File: src/rtl/instr_fetch_unit.sv
// Instruction fetch unit: owns the PC, reads the word-indexed instruction
// memory through a ready handshake, and holds one fetched entry for decode.
// Redirects override everything except BOOT. A misaligned or out-of-range PC
// produces an AdEL fault entry and parks the unit in HALT until the next redirect.
module instr_fetch_unit #(
    parameter logic [31:0] PC_RESET   = 32'h0000_3000,
    parameter logic [31:0] ADDR_START = 32'h0000_3000,
    parameter int unsigned WORDNUM    = 4096,
    parameter logic [4:0]  EXC_ADEL   = 5'd4
) (
    input  logic        clk,
    input  logic        reset,
    output logic [31:0] im_addr,
    output logic        im_ce,
    output logic        im_re,
    output logic        im_we,
    output logic [3:0]  im_be,
    output logic [31:0] im_din,
    input  logic [31:0] im_dout,
    input  logic        im_ready,
    input  logic        redir_valid,
    input  logic [31:0] redir_pc,
    output logic        id_valid,
    input  logic        id_ready,
    output logic [31:0] id_instr,
    output logic [31:0] id_pc,
    output logic        id_exc,
    output logic [4:0]  id_exccode
);

    // One past the last valid byte address of the memory.
    localparam logic [31:0] ADDR_END = ADDR_START + 32'(WORDNUM * 4);

    typedef enum logic [1:0] {
        BOOT  = 2'd0,
        FETCH = 2'd1,
        HALT  = 2'd2
    } state_e;

    state_e      state_q, state_d;
    logic [31:0] pc_q, pc_d;
    logic        valid_q, valid_d;
    logic [31:0] instr_q, instr_d;
    logic [31:0] bpc_q, bpc_d;
    logic        exc_q, exc_d;

    logic        fault;
    logic        slot_free;
    logic [31:0] pc_off;

    // Address fault, buffer availability and the bus request, all from registered state.
    always_comb begin
        fault     = (pc_q[1:0] != 2'b00) || (pc_q < ADDR_START) || (pc_q >= ADDR_END);
        slot_free = !valid_q || id_ready;
        im_re     = (state_q == FETCH) && !fault && slot_free && !redir_valid;
        pc_off    = pc_q - ADDR_START;
        im_addr   = {2'b00, pc_off[31:2]};
        im_ce     = im_re;
        im_we     = 1'b0;
        im_be     = 4'b1111;
        im_din    = 32'h0;
    end

    // Next-state: redirect wins, then a completed fetch, then a fault entry.
    always_comb begin
        state_d = state_q;
        pc_d    = pc_q;
        valid_d = valid_q;
        instr_d = instr_q;
        bpc_d   = bpc_q;
        exc_d   = exc_q;
        if (state_q == BOOT) begin
            state_d = FETCH;
        end else if (redir_valid) begin
            // Any in-flight data is dropped and the buffer flushed.
            pc_d    = redir_pc;
            valid_d = 1'b0;
            state_d = FETCH;
        end else begin
            if (valid_q && id_ready) begin
                valid_d = 1'b0;
            end
            if (im_re && im_ready) begin
                instr_d = im_dout;
                bpc_d   = pc_q;
                exc_d   = 1'b0;
                valid_d = 1'b1;
                pc_d    = pc_q + 32'd4;
            end else if ((state_q == FETCH) && fault && slot_free) begin
                instr_d = 32'h0;
                bpc_d   = pc_q;
                exc_d   = 1'b1;
                valid_d = 1'b1;
                state_d = HALT;
            end
        end
    end

    // State, PC and output buffer registers with asynchronous active-low reset.
    always_ff @(posedge clk or negedge reset) begin
        if (!reset) begin
            state_q <= BOOT;
            pc_q    <= PC_RESET;
            valid_q <= 1'b0;
            instr_q <= 32'h0;
            bpc_q   <= PC_RESET;
            exc_q   <= 1'b0;
        end else begin
            state_q <= state_d;
            pc_q    <= pc_d;
            valid_q <= valid_d;
            instr_q <= instr_d;
            bpc_q   <= bpc_d;
            exc_q   <= exc_d;
        end
    end

    assign id_valid   = valid_q;
    assign id_instr   = instr_q;
    assign id_pc      = bpc_q;
    assign id_exc     = exc_q;
    assign id_exccode = exc_q ? EXC_ADEL : 5'd0;

endmodule
File: config.mk
export PLATFORM = sky130hd
export DESIGN_NAME = instr_fetch_unit
export DESIGN_NICKNAME = d
export VERILOG_FILES = /design/src/rtl/instr_fetch_unit.sv
export SDC_FILE = /design/constraint.sdc
export NUM_CORES = 1
export LEC_CHECK = 0
export CORE_MARGIN = 5
export CORE_UTILIZATION = 45
export CTS_CLUSTER_SIZE = 28
export DETAILED_ROUTE_END_ITERATION = 10
export HOLD_SLACK_MARGIN = 0.06
export PLACE_DENSITY = 0.83
export SLEW_MARGIN = 0
export SYNTH_ARGS = -nofsm -noshare
export SYNTH_HDL_FRONTEND = slang
export SYNTH_SLANG_ARGS = --single-unit
File: constraint.sdc
create_clock -name clk -period 7.2 [get_ports clk]
set_clock_uncertainty 0.15 [all_clocks]
set_input_delay 1.8 -clock clk [delete_from_list [all_inputs] [get_ports clk]]
set_output_delay 1.8 -clock clk [all_outputs]
set_load 0.02 [all_outputs]
Word level (Yosys, flattened, before mapping)
Index checks and enable logic that the tools add are counted.
{ "op_classes": {"n_reduce_logical": 23, "n_lt_le_gt_ge": 2, "n_div": 0, "n_shift": 0, "add_sub_neg": 2, "n_mux": 17, "mul": 0, "eq_ne": 2, "bitwise": 2} }
{ "op_table": {"columns": ["op", "n"], "rows": [
  ["2-to-1 mux 32 bit", 6],
  ["adder 32 x 3 -> 32 bit, second input constant", 1],
  [">= comparator 32 x 15 -> 1 bit, second input constant", 1],
  ["less-than comparator 32 x 14 -> 1 bit, second input constant", 1],
  ["subtractor 32 x 14 -> 32 bit, second input constant", 1],
  ["2-to-1 mux 2 bit", 4],
  ["logical AND 1 bit", 7],
  ["2-to-1 mux 1 bit", 6],
  ["AND reduction 2 bit", 3],
  ["nonzero test 2 bit", 3],
  ["nonzero test 4 bit", 1],
  ["zero test 1 bit", 3],
  ["logical OR 1 bit", 3],
  ["2-to-1 mux 3 bit", 1],
  ["!= test 3 bit, second input constant", 1],
  ["AND reduction 3 bit", 1],
  ["nonzero test 3 bit", 1],
  ["== test 2 x 1 -> 1 bit, second input constant", 1],
  ["zero test 2 bit", 1],
  ["inverter 1 bit", 2]
]} }
{ "word_totals": {"input_bits": 69, "word_cells": 54, "ramBits": 0, "output_inout_bits": 142, "latchBits": 0, "regBits": 100, "mem_bits_ro": 0, "n_memories": 0} }

Logic depth before layout (Yosys ltp)
{ "logic_depth": {"word_depth": 11, "ltp_mapped": 8, "depth_no_buf": 6} }

Least setup slack after synthesis
No wires, ideal clock.
{ "synth_path": {"path_kind": "input port to output port", "start": "input port redir_valid", "end": "output port im_re", "n_path_buf": 2, "arrival_ns": 2.880, "path_slack_ns": 2.370, "stages": 5, "required_time_ns": 5.250, "cell_sequence": "nor3b_1 -> and2_1 -> clkbuf_1 -> and3_1 -> buf_4"} }
{ "synth_between": {"elab_chain_cells": 2} }
{ "synth_lines": {"columns": ["item", "line_no", "rtl"], "rows": [
  ["from (decl)", "21", "input logic redir_valid,"],
  ["zero test 1 bit", "55", "im_re = (state_q == FETCH) && !fault && slot_free && !redir_valid;"],
  ["logical AND 1 bit", "55", null],
  ["to (decl)", "15", "output logic im_re,"]
]} }
No other way between the ends.

Final worst setup path
{ "layout_path": {"start": "input port redir_valid", "end": "output port im_ce"} }
{ "layout_between": {"elab_chain_cells": 2} }
{ "layout_lines": {"columns": ["item", "line_no", "rtl"], "rows": [
  ["zero test 1 bit", "55", null],
  ["logical AND 1 bit", "55", null],
  ["to (decl)", "14", "output logic im_ce,"]
]} }
No other way between the ends.

==> impl_metrics.json <==
{
  "synth_ff_type": "dfrtp_1",
  "drtIter0Drc": 214,
  "yosys.area_share.adder": 0.00721,
  "pwr-share-seq": 0.365,
  "grtUsageMet3": 0.0557,
  "wl_per_cell_um": 17.8,
  "synth_edf_count": 0,
  "synthXorXnorAreaFrac": 0.0303,
  "crit_chain": "clkdlybuf4s50_1 > buf_4 > nor3b_1 > and2_1 > and3_1 > clkdlybuf4s50_1",
  "pwr-share-clk": 0.208,
  "power.switching_uw": 953,
  "synth-seq-area-share": 0.482,
  "antenna_found_initial": 0,
  "synth.cell_area_um2": 5210,
  "grt_usage": 0.191,
  "finalCriticalPeriod_ps": 5840,
  "rsz0062_at_grt": "false",
  "ios": 211,
  "leakage_nw": 2.93,
  "critPathRequiredTime_ps": 5250,
  "synth_mux_area_frac": 0.110,
  "start_util": 0.458,
  "synthDistinctLibCells": 50,
  "htree_levels": 3,
  "cts_num_sinks": 100,
  "vdd.ir_drop.worst_mv": 0.184,
  "busiest_layer": "met2",
  "internal_power_mw": 1.60,
  "yosys_warnings": 0,
  "hold_slack_ps": 342,
  "wl_um": 13100,
  "diodes": 0,
  "synthSimpleGateAreaFrac": 0.123,
  "cp_num_buf_inv": 3,
  "synth_area_leaders": "dfrtp_1 (46%), buf_4 (12%), mux2_2 (7.1%), a22o_1 (5.6%), mux2_1 (3.5%)",
  "power_mw": 2.55,
  "synth_top_family_by_area": "buffers and inverters",
  "final_cells": 734,
  "async_flop_share": 1.00,
  "crit_top_cell": "clkdlybuf4s50_1",
  "met1_usage": 0.246,
  "dr.pass1.iters": 4,
  "yosysTopAreaCell": "dfrtp_1",
  "cp_data_arrival_time_ps": 3880,
  "avgViaCountPerCell": 5.31,
  "clk_latency_ps": 340,
  "critPathLaunchType": "input pin",
  "max-slew-margin-rel": 0.337,
  "rows": 39,
  "post_cts_resized": 0,
  "comb_power_share": 0.427,
  "final_layout_size_suffix_gt1_frac": 0.117,
  "switching_share": 0.373,
  "crit_family": "buffers and inverters",
  "final_nets": 658,
  "drv_slew": 0,
  "ant_nets": 0,
  "worst_pin_slew_ps": 994,
  "grt_max_degree": 78,
  "port_buffers": 167,
  "dp_hpwl_um": 9670,
  "coreArea_um2": 11400,
  "cts_root_buf": "clkbuf_16",
  "ctsHoldBuffers": 0,
  "vias": 3900,
  "die_area_um2": 13800,
  "timing.final.crit_share": 0.810,
  "cts_tree": "done",
  "clk_pin_slew_worst_paths_ps": 60,
  "synth_compound_area_frac": 0.102,
  "post_cts_buffers": 0,
  "crit_path_end_kind": "output port",
  "max-cap-violations": 0,
  "drc": 0,
  "dpl.cell_count": 718,
  "grt_pass1_vias": 4052,
  "status": "finished, final reports clean",
  "slowest_stage": "clkdlybuf4s50_1",
  "hold_viol": 0,
  "setup_tns_ps": 0,
  "fp.dieW_um": 118,
  "cpPeakStageDelay_ps": 620,
  "met2_usage": 0.307,
  "setup_viol": 0,
  "synth_cells": 465,
  "place_congestion": 0.838,
  "syn_avg_cell_area_um2": 11.2,
  "synth-seq-cells": 100,
  "fmax_mhz": 171,
  "synth_top_area_frac": 0.461,
  "cts_buffers": 9,
  "die_y_um": 118,
  "syn2layout_area_growth_pct": 31.9,
  "power-per-cell-area_nw_per_um2": 372,
  "cp_max_fo": 21,
  "clk_path_buf_depth": 2,
  "gr-total-overflow": 0,
  "grt_pass1_wl_um": 21900,
  "worstHoldPathType": "register to register",
  "fin_util": 0.604,
  "path_class": "input pin to output port"
}
final cells by class:
cell class | count | area, um^2
Clock buffer | 12 | 267
Clock inverter | 4 | 70.1
Fill cell | 927 | 4500
Inverter | 7 | 26.3
Multi-Input combinational cell | 296 | 2110
Sequential cell | 100 | 2510
Tap cell | 143 | 179
Timing Repair Buffer | 172 | 1710
layer usage:
layer	routed length [um]	share of wire
met4	216	0.017
met5	0	0
met3	1050	0.080
met2	6310	0.48
met1	5490	0.42
synthesized netlist by cell type (2+ instances only):
library cell  instances
mux2_2               33
nor3_1               10
nand2_1              13
conb_1                2
clkbuf_1             13
or2_2                 2
a211o_1               2
buf_6                 4
nor4_1                8
o22ai_1               5
nand3_1              17
nor2_1               17
o21ai_0               5
buf_4                80
buf_2                 6
inv_1                 7
or3_1                 5
nor4_2                2
nand4_1              10
a21o_1                2
a22o_1               33
a31oi_1               2
a211oi_1              3
mux2i_1               2
o21a_1                2
ha_1                  3
or4_4                 2
and3_1               12
and4_1                2
xnor2_1               8
a21oi_1              10
mux2_1               16
or4_1                 3
dfstp_2               4
xor2_1               10
dfrtp_1              96
power groups by stage:
stage / clock [mW] / combinational [mW] / sequential, mW
2_1_floorplan: 0 / 0.670 / 0.984
4_1_cts: 0.545 / 1.10 / 0.932
3_5_place_dp: 0 / 1.10 / 0.943
3_3_place_gp: 0 / 1.08 / 0.930
6_report: 0.532 / 1.09 / 0.932
5_1_grt: 0.569 / 1.17 / 0.967
cells in the final DEF, fill, tap and decap left out, types with 5 or more instances in the layout:
cell type        netlist  routed
a21oi_1               10      10
a22o_1                33      33
and3_1                12      12
buf_4                 80       6
clkbuf_16              0       9
clkdlybuf4s50_1        0     166
conb_1                 2      43
dfrtp_1               96      96
inv_1                  7       7
mux2_1                16      16
mux2_2                33      33
nand2_1               13      13
nand3_1               17      17
nand4_1               10      10
nor2_1                17      17
nor3_1                10      10
nor4_1                 8       8
o21ai_0                5       5
o22ai_1                5       5
or3_1                  5       5
xnor2_1                8       8
xor2_1                10      10
path summary, 6_finish.rpt:
check	slack [ps]	from	cells after the start	endpoint
setup / recovery	1370	redir_valid	6	im_ce
hold / removal	340	id_pc[5]	1	id_pc[5]
setup reg to reg	3700	pc_q[19]	6	id_pc[20]
hold reg to reg	340	id_pc[5]	1	id_pc[5]
max in group asynchronous	4430	reset	2	id_pc[22]
min in group asynchronous	1190	reset	1	id_pc[10]
cell families after synthesis:
| logic type | Yosys count |
|---|---|
| other cells | 2 |
| buf+inv | 110 |
| simple gates | 111 |
| flops | 100 |
| mux | 51 |
| xor+xnor | 18 |
| compound gates | 70 |
| fa+ha+maj | 3 |
registers in the layout, summed over array words and instances (netlist names):
| register | count |
|---|---|
| pc_q | 32 |
| id_valid | 1 |
| id_pc | 32 |
| id_exc | 1 |
| id_instr | 32 |
| state_q | 2 |
per-stage QoR:
stage	area [um^2]	worst slack (ps)
floorplan	5360	2370
global placement	6530	1420
detailed placement	6530	1380
CTS	6870	1370
global route	6870	1170
finish	6870	1370
(Power assumes the default switching activity.)
